===== src/rtl/temp_code_encoder.sv =====
// Debounced 3-bit temperature-preset encoder: two-flop synchronizer, stable-count qualifier, registered code.
// switchTempPreven updates DEB_CYCLES+3 edges after a stable input change; code_stb follows for one cycle.
module temp_code_encoder #(
  parameter int DEB_CYCLES = 4,
  parameter int CNT_W      = 5
) (
  input  logic       clk,
  input  logic       reset,
  input  logic [2:0] sw_raw,
  output logic [2:0] switchTempPreven,
  output logic       code_stb,
  output logic       busy
);

  typedef enum logic [1:0] {
    IDLE   = 2'd0,
    CHECK  = 2'd1,
    COMMIT = 2'd2
  } state_t;

  localparam logic [CNT_W-1:0] CNT_LAST = CNT_W'(DEB_CYCLES - 1);

  state_t           state;
  state_t           state_nxt;
  logic [2:0]       sync1;
  logic [2:0]       sync2;
  logic [2:0]       cand;
  logic [2:0]       cand_nxt;
  logic [2:0]       code_nxt;
  logic [CNT_W-1:0] cnt;
  logic [CNT_W-1:0] cnt_nxt;

  always_ff @(posedge clk) begin
    if (reset) begin
      state            <= IDLE;
      sync1            <= 3'b000;
      sync2            <= 3'b000;
      cand             <= 3'b000;
      cnt              <= '0;
      switchTempPreven <= 3'b000;
    end else begin
      state            <= state_nxt;
      sync1            <= sw_raw;
      sync2            <= sync1;
      cand             <= cand_nxt;
      cnt              <= cnt_nxt;
      switchTempPreven <= code_nxt;
    end
  end

  always_comb begin
    state_nxt = state;
    cand_nxt  = cand;
    cnt_nxt   = cnt;
    code_nxt  = switchTempPreven;
    unique case (state)
      IDLE: begin
        if (sync2 != switchTempPreven) begin
          cand_nxt  = sync2;
          cnt_nxt   = '0;
          state_nxt = CHECK;
        end
      end
      CHECK: begin
        if (sync2 == cand) begin
          if (cnt == CNT_LAST) begin
            code_nxt  = cand;
            state_nxt = COMMIT;
          end else begin
            cnt_nxt = cnt + CNT_W'(1);
          end
        end else if (sync2 == switchTempPreven) begin
          // input bounced back to the committed code: abandon quietly
          state_nxt = IDLE;
        end else begin
          cand_nxt = sync2;
          cnt_nxt  = '0;
        end
      end
      COMMIT: begin
        state_nxt = IDLE;
      end
      default: begin
        state_nxt = IDLE;
      end
    endcase
  end

  always_comb begin
    code_stb = (state == COMMIT);
    busy     = (state != IDLE);
  end

endmodule

===== config.mk =====
export PLATFORM = sky130hd
export DESIGN_NAME = temp_code_encoder
export DESIGN_NICKNAME = d
export VERILOG_FILES = /design/src/rtl/temp_code_encoder.sv
export SDC_FILE = /design/constraint.sdc
export NUM_CORES = 1
export LEC_CHECK = 0
export BUFFER_PORTS_ARGS = -buffer_cell sky130_fd_sc_hd__buf_2
export CORE_MARGIN = 3
export CORE_UTILIZATION = 55
export CTS_CLUSTER_DIAMETER = 30
export CTS_CLUSTER_SIZE = 12
export DETAILED_ROUTE_END_ITERATION = 10
export PLACE_DENSITY = 0.73
export REMOVE_ABC_BUFFERS = 1
export SLEW_MARGIN = 20
export SYNTH_ARGS = -nofsm -noshare
export SYNTH_HDL_FRONTEND = slang
export SYNTH_SLANG_ARGS = --single-unit

===== constraint.sdc =====
create_clock -name clk -period 2.03 [get_ports clk]
set_input_delay 0.406 -clock clk [delete_from_list [all_inputs] [get_ports clk]]
set_output_delay 0.406 -clock clk [all_outputs]
set_load 0.01 [all_outputs]

Word-level counts from Yosys, hierarchy flattened --
Index checks and enable logic that the tools add are counted. W data, S select, Z words.
Operators by class: $add $sub $neg 1, reductions and logical operators 7, muxes and demuxes 14, equality and inequality tests 13
Operators with widths (number):
- $mux W5 | 4
- $ne A3 B3 Y1 const B | 4
- $pmux W5 S2 | 1
- $mux W3 | 3
- $mux W2 | 4
- $reduce_and A4 Y1 | 2
- $eq A3 B3 Y1 | 2
- $ne A2 B2 Y1 const B | 3
- $pmux W3 S2 | 1
- $reduce_and A3 Y1 | 2
- $add A5 B1 Y5 const B | 1
- $eq A5 B2 Y1 const B | 1
- $pmux W2 S2 | 1
- $reduce_bool A2 Y1 | 2
- $ne A3 B3 Y1 | 1
- $eq A2 B1 Y1 const B | 1
- $eq A2 B2 Y1 const B | 1
- $logic_not A2 Y1 | 1
Word-level totals: word-level logic and storage cells 41, output and inout bits 5, register bits after elaboration 19

Logic depth before layout (Yosys ltp) --
Gate-level depths: netlist of run 1.
depth in word-level cells 4, gate-level depth with buffers 6, depth with buffers taken out 5

Worst setup path after synthesis of run 1 --
OpenSTA, ideal clock, no wires.
path kind flip-flop to flip-flop, from register cnt[0], to register switchTempPreven[0], stages on the path, launching flop included 6, arrival 1.332 ns, required time 1.958 ns, slack 0.627 ns, cell sequence dfxtp_1 > ha_1 > nor4b_4 > and3_4 > buf_6 > mux2i_1
On the way: cells in the longest elaborated chain, start to end 2
Ends and longest elaborated chain:
- from (decl) | line 30 | logic [CNT_W-1:0] cnt;
- from (signal assigned) | line 46 | cnt <= cnt_nxt;
- $eq A5 B2 Y1 | line 66 | if (cnt == CNT_LAST) begin
- $reduce_and A3 Y1 (no source line)
- to (signal assigned) | line 47 | switchTempPreven <= code_nxt;
- to (decl) | line 10 | output logic [2:0] switchTempPreven,
Every way passes these cells. A chain may end at the register's enable or synchronous reset.

Worst setup path in the final report of run 1 --
from register state[1], to output code_stb
On the way: cells in the longest elaborated chain, start to end 1
Ends and longest elaborated chain:
- from (decl) | line 23 | state_t state;
- from (signal assigned) | line 42 | state <= state_nxt;
- $eq A2 B2 Y1 | line 90 | code_stb = (state == COMMIT);
- to (decl) | line 11 | output logic code_stb,
Every way passes these cells.

==> out/results.ini, run 1 <==
[clocking]
path_clk_slew_ns=0.11
cts_htree_levels=1
numCtsBuffers=3
cts_resized=0
clock_latency_ns=0.30
cts_sinks=19
post_cts_buffers=0
tritoncts=yes
postCtsHoldBufs=0
cts_buffer_depth=2
cts_root_buffer=clkbuf_4

[synthesis]
yosysSeqAreaShare=0.425
synth_top_family_by_area=simple AND/OR/NAND/NOR gates
yosys.area_share.simple=0.301
avgSynthCellArea_sq_um=9.62
ys_warn_count=0
synth_seq_cells=19
synth_compound_area_frac=0.0727
synthMuxAreaShare=0.0783
synthAdderAreaFrac=0.0140
syn-cell-area_sq_um=895
synthDistinctLibCells=32
synthXorXnorAreaFrac=0.0587
syn_inst=93

[placed_design]
portBuffers=9
gp_congestion=0.816
dp_hpwl_um=1030
dp_slack_ns=0.507

[setup_path]
worstSetupEndpointType=primary output
path_class=flip-flop to primary output
cp-startpoint=state[1]
critPathMaxFanout=9
crit_required_ns=1.62
r2r-start=cnt[0]
crit_path_start_kind=flip-flop
arrival_ns=1.23
rr_worst_depth=5

[floorplanning]
num_rows=13
die_y_um=46.3
die-area_sq_um=2150
core_area_sq_um=1420
die_w_um=46.3
initial_core_util=0.632
io_pins=10

[grt]
grt_max_degree=24
grt_antenna_before_repair=0
grt_pass1_vias=628
grt_pass1_wl_um=2730
grt_util_all_layers=0.181
overflow=0

[hold_path]
whs_path_depth=2
hp-start=sw_raw[1]
min_path_type=primary input to flip-flop

[drt]
finalWirelength_um=1490
drc=0
dr.pass1.iters=4
vias=682
antenna_left=0
wire_per_inst_um=12.8
drt_first_iter_violations=10
vias_per_cell=5.88

[power_and_ir_drop]
vdd_ir_drop_max_mv=0.558
p_leak_nw=0.361
powerDensity_nw_per_um2=680

[finish]
diodes=0
drive_gt1_frac=0.168
layout.cells.most_common=dfxtp_1
most-common-layout-cells=19 x dfxtp_1, 9 x buf_2, 7 x mux2i_1
final_nets=108
area_growth_pct=6.29

[sta]
max_slew_margin=0.683
final_hold_viol_count=0
fin_setup_tns_ns=0
drv_slew=0
fmax_mhz=612
timing.final.ws_setup_ns=0.396
min_period_over_period=0.805
skew_ns=0.00165
finalSetupViolations=0
holdWs_ns=0.307
rsz0062_at_grt=false
post-route-min-period_ns=1.63
worst_pin_slew_ns=0.472

[outcome]
status=complete, no violations

[flow_run]
drv_cap=0

## stage by stage
step,std cells,cell area [sq um],util,total power (W)
finish,116,951,0.672,0.000647
global route,116,951,0.672,0.000677
CTS,116,951,0.672,0.000653
detailed placement,112,921,0.651,0.000458
global placement,112,921,0.651,0.000457
floorplan,88,857,-,0.000439
## worst paths after layout
| check | end | slack [ns] |
|---|---|---|
| setup / recovery | code_stb | 0.40 |
| setup reg to reg | cnt[1] | 0.46 |
| hold reg to reg | sync2[2] | 0.45 |
| hold / removal | sync1[1] | 0.31 |
## critical path: stages, from the launching register on
cell	delay [ns]
dfxtp_1	0.50
inv_1	0.18
nor2_1	0.12
buf_2	0.13
## per-layer routing
| metal | up-vias | wire length, um | part of all wire | global-route usage |
|---|---|---|---|---|
| li1 | 344 | - | - | - |
| met1 | 320 | 695 | 0.47 | 0.217 |
| met2 | 14 | 682 | 0.46 | 0.288 |
| met3 | 4 | 73 | 0.049 | 0.0703 |
| met4 | 0 | 33 | 0.022 | 0.0682 |
| met5 | - | 0 | 0 | 0 |
## synth_stat cells
library cell / instances / area share
nor3_1: 3 / 0.017
buf_4: 1 / 0.0084
nor4b_4: 1 / 0.027
nand2_1: 3 / 0.013
buf_6: 2 / 0.025
o21ai_0: 1 / 0.0056
xor2_1: 3 / 0.029
ha_1: 1 / 0.014
or3_1: 2 / 0.014
nand3_1: 3 / 0.017
a21oi_1: 2 / 0.011
nor2_1: 6 / 0.025
xnor2_1: 3 / 0.029
clkbuf_1: 2 / 0.0084
and4_1: 1 / 0.0098
o32ai_1: 1 / 0.0098
mux2i_1: 7 / 0.078
and3_1: 1 / 0.0070
nand3b_1: 2 / 0.017
or2b_1: 2 / 0.017
o31a_1: 1 / 0.0098
or2_2: 2 / 0.014
a211oi_1: 1 / 0.0084
a31oi_1: 4 / 0.028
nand4_1: 3 / 0.021
and3_4: 1 / 0.013
nand2b_1: 5 / 0.035
inv_1: 2 / 0.0084
and2_1: 1 / 0.0070
nor4_1: 1 / 0.0070
dfxtp_1: 19 / 0.43
nor2b_1: 6 / 0.042
## registers in the layout (all words and copies together) (netlist names)
name              cells
cand                  3
cnt                   5
state                 2
switchTempPreven      3
sync1                 3
sync2                 3
## logic make-up after synthesis
kind of cell             Yosys count
AO/OA/AOI/OAI                     10
XOR/XNOR                           6
flip-flops                        19
AND/OR/NAND/NOR                   43
adder cells (fa/ha/maj)            1
multiplexers                       7
buffers and inverters              7
## layout make-up
type                    count  area [sq um]
flip-flops and latches     19           380
fillers                   125           464
repair buffers              9          45.0
well taps                  15          18.8
multi-input cells          67           469
clock inverters             1          7.51
clock buffers               3          22.5
inverters                   2          7.51
## power by group
part	internal (W)	switching, W
Clock	0.0000750	0.000122
Combinational	0.0000277	0.0000308
Sequential	0.000383	0.00000832
Note: power is estimated with default switching activity, not from simulation.
==> inputs of run 2 (changes only) <==
==> constraint.sdc (replaced) <==
create_clock -name clk -period 1.51 [get_ports clk]
set_input_delay 0.302 -clock clk [delete_from_list [all_inputs] [get_ports clk]]
set_output_delay 0.302 -clock clk [all_outputs]
set_load 0.01 [all_outputs]
==> out/results.ini, run 2 (synthesized netlist as in run 1, its figures left out) <==
[outcome]
status=complete, no violations  ; unchanged

[drt]
vias=684  ; was 682
antenna_left=0  ; unchanged
drt_first_iter_violations=7  ; was 10
dr.pass1.iters=4  ; unchanged
drc=0  ; unchanged
wire_per_inst_um=12.9  ; was 12.8 um
vias_per_cell=5.65  ; was 5.88
finalWirelength_um=1570  ; was 1490 um

[setup_path]
worst-path-stages=5  ; was 3
crit_required_ns=1.75  ; was 1.62 ns
crit_family=simple AND/OR/NAND/NOR gates  ; was flip-flops
arrival_ns=1.66  ; was 1.23 ns
rr_worst_depth=5  ; unchanged
worstSetupEndpointType=flip-flop  ; was primary output
path_buf_inv=1  ; was 2
slowest_stage=dfxtp_1  ; unchanged
crit_path_start_kind=flip-flop  ; unchanged
crit_chain=ha_1, nor4b_4, buf_4, and3_4, mux2i_1  ; was inv_1, nor2_1, buf_2
critPathMaxFanout=6  ; was 9
path_class=flip-flop to flip-flop  ; was flip-flop to primary output
cpPeakStageDelay_ns=0.36  ; was 0.50 ns

[sta]
fin_setup_tns_ns=0  ; unchanged
final_hold_viol_count=0  ; unchanged
max_slew_margin=0.766  ; was 0.683
drv_slew=0  ; unchanged
post-route-min-period_ns=1.42
fmax_mhz=706
skew_ns=0.00657  ; was 0.00165 ns
finalSetupViolations=0  ; unchanged
min_period_over_period=0.938
holdWs_ns=0.206  ; was 0.307 ns
rsz0062_at_grt=true  ; was false
worst_pin_slew_ns=0.352  ; was 0.472 ns

[floorplanning]
die_w_um=46.3  ; unchanged
die_y_um=46.3  ; unchanged
initial_core_util=0.632  ; unchanged
core_area_sq_um=1420  ; unchanged
io_pins=10  ; unchanged
num_rows=13  ; unchanged
die-area_sq_um=2150  ; unchanged

[flow_run]
drv_cap=0  ; unchanged

[clocking]
cts_htree_levels=1  ; unchanged
cts_buffer_depth=2  ; unchanged
cts_sinks=19  ; unchanged
path_clk_slew_ns=0.11  ; about the same
postCtsHoldBufs=0  ; unchanged
clock_latency_ns=0.30  ; about the same
cts_root_buffer=clkbuf_4  ; unchanged
numCtsBuffers=3  ; unchanged
tritoncts=yes  ; unchanged

[placed_design]
numPlacedInstances=116  ; was 112
gp_congestion=0.842  ; was 0.816
portBuffers=9  ; unchanged
dp_hpwl_um=1130  ; was 1030 um

[grt]
grt_antenna_before_repair=0  ; unchanged
grt_max_degree=24  ; unchanged
grt_pass1_vias=606  ; was 628
overflow=0  ; unchanged
grt_pass1_wl_um=2570  ; was 2730 um
grt_util_all_layers=0.176  ; was 0.181

[finish]
diodes=0  ; unchanged
largest-register=cnt  ; unchanged
fin_cells=121  ; was 116
area_growth_pct=10.3  ; was 6.29%
n_fill_cell=118  ; was 125
final_nets=113  ; was 108
layout.cells.most_common=dfxtp_1  ; unchanged
drive_gt1_frac=0.217  ; was 0.168
most-common-layout-cells=18 x dfxtp_1, 9 x buf_2, 7 x mux2i_1  ; was 19 x dfxtp_1, 9 x buf_2, 7 x mux2i_1
largest_reg_flops=5  ; unchanged

[power_and_ir_drop]
powerDensity_nw_per_um2=885  ; was 680 nW/um^2
p_leak_nw=0.391  ; was 0.361 nW
total_power_w=0.000874  ; was 0.000647 W
vdd_ir_drop_max_mv=0.790  ; was 0.558 mV

[hold_path]
whs_path_depth=2  ; unchanged
min_path_type=primary input to flip-flop  ; unchanged

## run 2: layer usage
metal / up-vias / global-route usage / share of wire
li1: 353 / - / -
met1: 316 / 0.208 / 0.48
met2: 11 / 0.283 / 0.48
met3: 4 / 0.0234 / 0.022
met4: 0 / 0.136 / 0.023
met5: - / 0 / 0
## run 2: area by class of cell
cell class / count / area [sq um] / area share
tap: 15 / 18.8 / 0.0190
sequential: 19 / 382 / 0.387
inverter: 2 / 7.51 / 0.00760
timing repair buffer: 14 / 82.6 / 0.0837
clock buffer: 3 / 22.5 / 0.0228
clock inverter: 1 / 5.00 / 0.00507
multi-input combinational: 67 / 469 / 0.475
## run 2: what timing repair did
item	in CTS	in global routing
setup endpoints to repair	1	5
setup buffers	0	1
gates resized for setup	1	0
## run 2: power breakdown
| part | leakage [nW] | internal, W | total, W | switching (W) |
|---|---|---|---|---|
| clock network | 0.0177 | 0.0000988 | 0.000255 | 0.000156 |
| registers | 0.155 | 0.000515 | 0.000525 | 0.00000947 |
| logic | 0.218 | 0.0000480 | 0.0000941 | 0.0000461 |
| total | 0.391 | 0.000662 | 0.000874 | 0.000212 |
## run 2: worst paths after layout
| kind | end | start | slack [ns] |
|---|---|---|---|
| worst max-delay path | switchTempPreven[1] | cnt[1] | 0.09 |
| worst min-delay path | sync1[2] | sw_raw[2] | 0.21 |
| worst max register to register | switchTempPreven[1] | cnt[1] | 0.09 |
| worst min register to register | sync2[2] | sync1[2] | 0.46 |
## run 2: worst register-to-register path, stage by stage, from the launching register on
cell     delay, ns
dfxtp_1       0.36
ha_1          0.20
nor4b_4       0.22
buf_4         0.18
and3_4        0.22
mux2i_1       0.18
## run 2: stage by stage
stage | utilization | worst slack, ns | area (sq um)
finish | 0.698 | 0.0943 | 987
global route | 0.698 | -0.000801 | 987
global placement | 0.672 | 0.133 | 951
detailed placement | 0.672 | 0.0537 | 951
CTS | 0.692 | 0.00537 | 980
floorplan | - | 0.139 | 857
==> inputs of run 3 (changes only) <==
--- a/config.mk
+++ b/config.mk
@@ -11,7 +11,7 @@
 export CTS_CLUSTER_DIAMETER = 30
 export CTS_CLUSTER_SIZE = 12
 export DETAILED_ROUTE_END_ITERATION = 10
-export PLACE_DENSITY = 0.73
+export PLACE_DENSITY_LB_ADDON = 0.2
 export REMOVE_ABC_BUFFERS = 1
 export SLEW_MARGIN = 20
 export SYNTH_ARGS = -nofsm -noshare
==> out/results.ini, run 3 (synthesized netlist as in run 1, its figures left out) <==
[outcome]
status=complete, no violations  ; unchanged

[placed_design]
dp_hpwl_um=1150  ; was 1130 um
portBuffers=9  ; unchanged
dp_slack_ns=0.0830  ; was 0.0537 ns
gp_congestion=0.827  ; was 0.842

[power_and_ir_drop]
intPower_w=0.000665  ; was 0.000662 W
p_seq_frac=0.592  ; was 0.600
vdd_ir_drop_max_mv=0.968  ; was 0.790 mV
combPwrFrac=0.110  ; was 0.108
p_leak_nw=0.384  ; was 0.391 nW
powerDensity_nw_per_um2=883  ; was 885 nW/um^2
power.switching_w=0.000219  ; was 0.000212 W
clkPwrFrac=0.298  ; was 0.292
p_sw_frac=0.248  ; was 0.243

[finish]
most-common-layout-cells=16 x dfxtp_1, 9 x buf_2, 7 x mux2i_1  ; was 18 x dfxtp_1, 9 x buf_2, 7 x mux2i_1
final_nets=113  ; unchanged
n_fill_cell=119  ; was 118
seqCellArea_sq_um=387  ; was 382 sq um
largest-register=cnt  ; unchanged
drive_gt1_frac=0.255  ; was 0.217
multiInputGateArea_sq_um=475  ; was 469 sq um
area_growth_pct=11.9  ; was 10.3%
layout.cells.most_common=dfxtp_1  ; unchanged
diodes=0  ; unchanged
largest_reg_flops=5  ; unchanged

[hold_path]
min_path_type=primary input to flip-flop  ; unchanged
whs_path_depth=2  ; unchanged

[drt]
finalWirelength_um=1610  ; was 1570 um
antenna_left=0  ; unchanged
drt_first_iter_violations=5  ; was 7
dr.pass1.iters=4  ; unchanged
vias_per_cell=5.64  ; was 5.65
vias=682  ; was 684
wire_per_inst_um=13.3  ; was 12.9 um
drc=0  ; unchanged

[clocking]
postCtsHoldBufs=0  ; unchanged
path_clk_slew_ns=0.11  ; about the same
cts_htree_levels=1  ; unchanged
clock_latency_ns=0.30  ; about the same
cts_buffer_depth=2  ; unchanged
numCtsBuffers=3  ; unchanged
cts_root_buffer=clkbuf_4  ; unchanged
tritoncts=yes  ; unchanged
cts_sinks=19  ; unchanged

[setup_path]
crit_chain=ha_2, nor4b_4, and3_4, mux2i_1  ; was ha_1, nor4b_4, buf_4, and3_4, mux2i_1
critPathMaxFanout=7  ; was 6
rr_worst_depth=4  ; was 5
cpPeakStageDelay_ns=0.35  ; was 0.36 ns
worstSetupEndpointType=flip-flop  ; unchanged
crit_required_ns=1.75  ; about the same
arrival_ns=1.66  ; about the same
path_class=flip-flop to flip-flop  ; unchanged
crit_path_start_kind=flip-flop  ; unchanged
slowest_stage=dfxtp_2  ; was dfxtp_1

[grt]
grt_max_degree=24  ; unchanged
met2_usage=0.302  ; was 0.283
busiest_layer=met2  ; unchanged
use_met3=0.0820  ; was 0.0234
grt_pass1_vias=632  ; was 606
grt_util_all_layers=0.188  ; was 0.176
grt_antenna_before_repair=0  ; unchanged
overflow=0  ; unchanged
use_met1=0.219  ; was 0.208
grt_pass1_wl_um=2780  ; was 2570 um

[sta]
min_period_over_period=0.939  ; was 0.938
finalSetupViolations=0  ; unchanged
fin_setup_tns_ns=0  ; unchanged
drv_slew=0  ; unchanged
final_hold_viol_count=0  ; unchanged
skew_ns=0.00164  ; was 0.00657 ns
post-route-min-period_ns=1.42  ; about the same
fmax_mhz=705  ; was 706 MHz
rsz0062_at_grt=false  ; was true
worst_pin_slew_ns=0.379  ; was 0.352 ns
timing.final.ws_setup_ns=0.0914  ; was 0.0943 ns
max_slew_margin=0.746  ; was 0.766

[floorplanning]
num_rows=13  ; unchanged
initial_core_util=0.632  ; unchanged
die_w_um=46.3  ; unchanged
die_y_um=46.3  ; unchanged
core_area_sq_um=1420  ; unchanged
io_pins=10  ; unchanged
die-area_sq_um=2150  ; unchanged

[flow_run]
drv_cap=0  ; unchanged

## run 3: cell type report
class	instances	area share
clock inverter	1	0.00750
timing repair buffer	14	0.0825
tap	15	0.0188
clock buffer	3	0.0225
multi-input combinational	67	0.475
inverter	2	0.00750
sequential	19	0.386
## run 3: layer usage
layer / share of wire / up-vias / wire, um
met5: 0 / - / 0
met4: 0.012 / 0 / 19
met3: 0.042 / 4 / 68
met2: 0.48 / 12 / 774
met1: 0.46 / 315 / 745
li1: - / 351 / -
## run 3: power groups by stage
| stage | clock (W) | sequential, W | combinational, W |
|---|---|---|---|
| 2_1_floorplan | 0 | 0.000535 | 0.0000552 |
| 3_3_place_gp | 0 | 0.000536 | 0.0000914 |
| 3_5_place_dp | 0 | 0.000536 | 0.0000938 |
| 4_1_cts | 0.000279 | 0.000525 | 0.0000941 |
| 5_1_grt | 0.000305 | 0.000525 | 0.000107 |
| 6_report | 0.000263 | 0.000524 | 0.0000973 |
## run 3: metrics by stage
stage	area (sq um)	cells	power, W	utilization	hold WS (ns)
after detailed placement	951	116	0.000630	0.672	0.428
after floorplan	857	88	0.000590	-	0.371
final	1000	121	0.000884	0.707	0.198
after CTS	982	120	0.000898	0.694	0.183
after global routing	1000	121	0.000938	0.707	0.186
after global placement	951	116	0.000627	0.672	0.416
## run 3: critical path, delay by kind of cell, from the launching register on
family / cells / cell delay [ns]
AND/OR/NAND/NOR: 2 / 0.63
adder cells (fa/ha/maj): 1 / 0.19
flip-flops: 1 / 0.35
multiplexers: 1 / 0.18
## run 3: final timing paths
path / start / endpoint / slack (ns)
worst max-delay path: cnt[1] / switchTempPreven[2] / 0.09
worst min-delay path: sw_raw[1] / sync1[1] / 0.20
worst max register to register: cnt[1] / switchTempPreven[2] / 0.09
worst min register to register: sync1[0] / sync2[0] / 0.45
## run 3: timing repair
action	4_1_cts	5_1_grt
gates resized for setup	1	6
gates cloned	0	0
pin swaps	0	2
setup endpoints to repair	1	6
buffers inserted	0	1
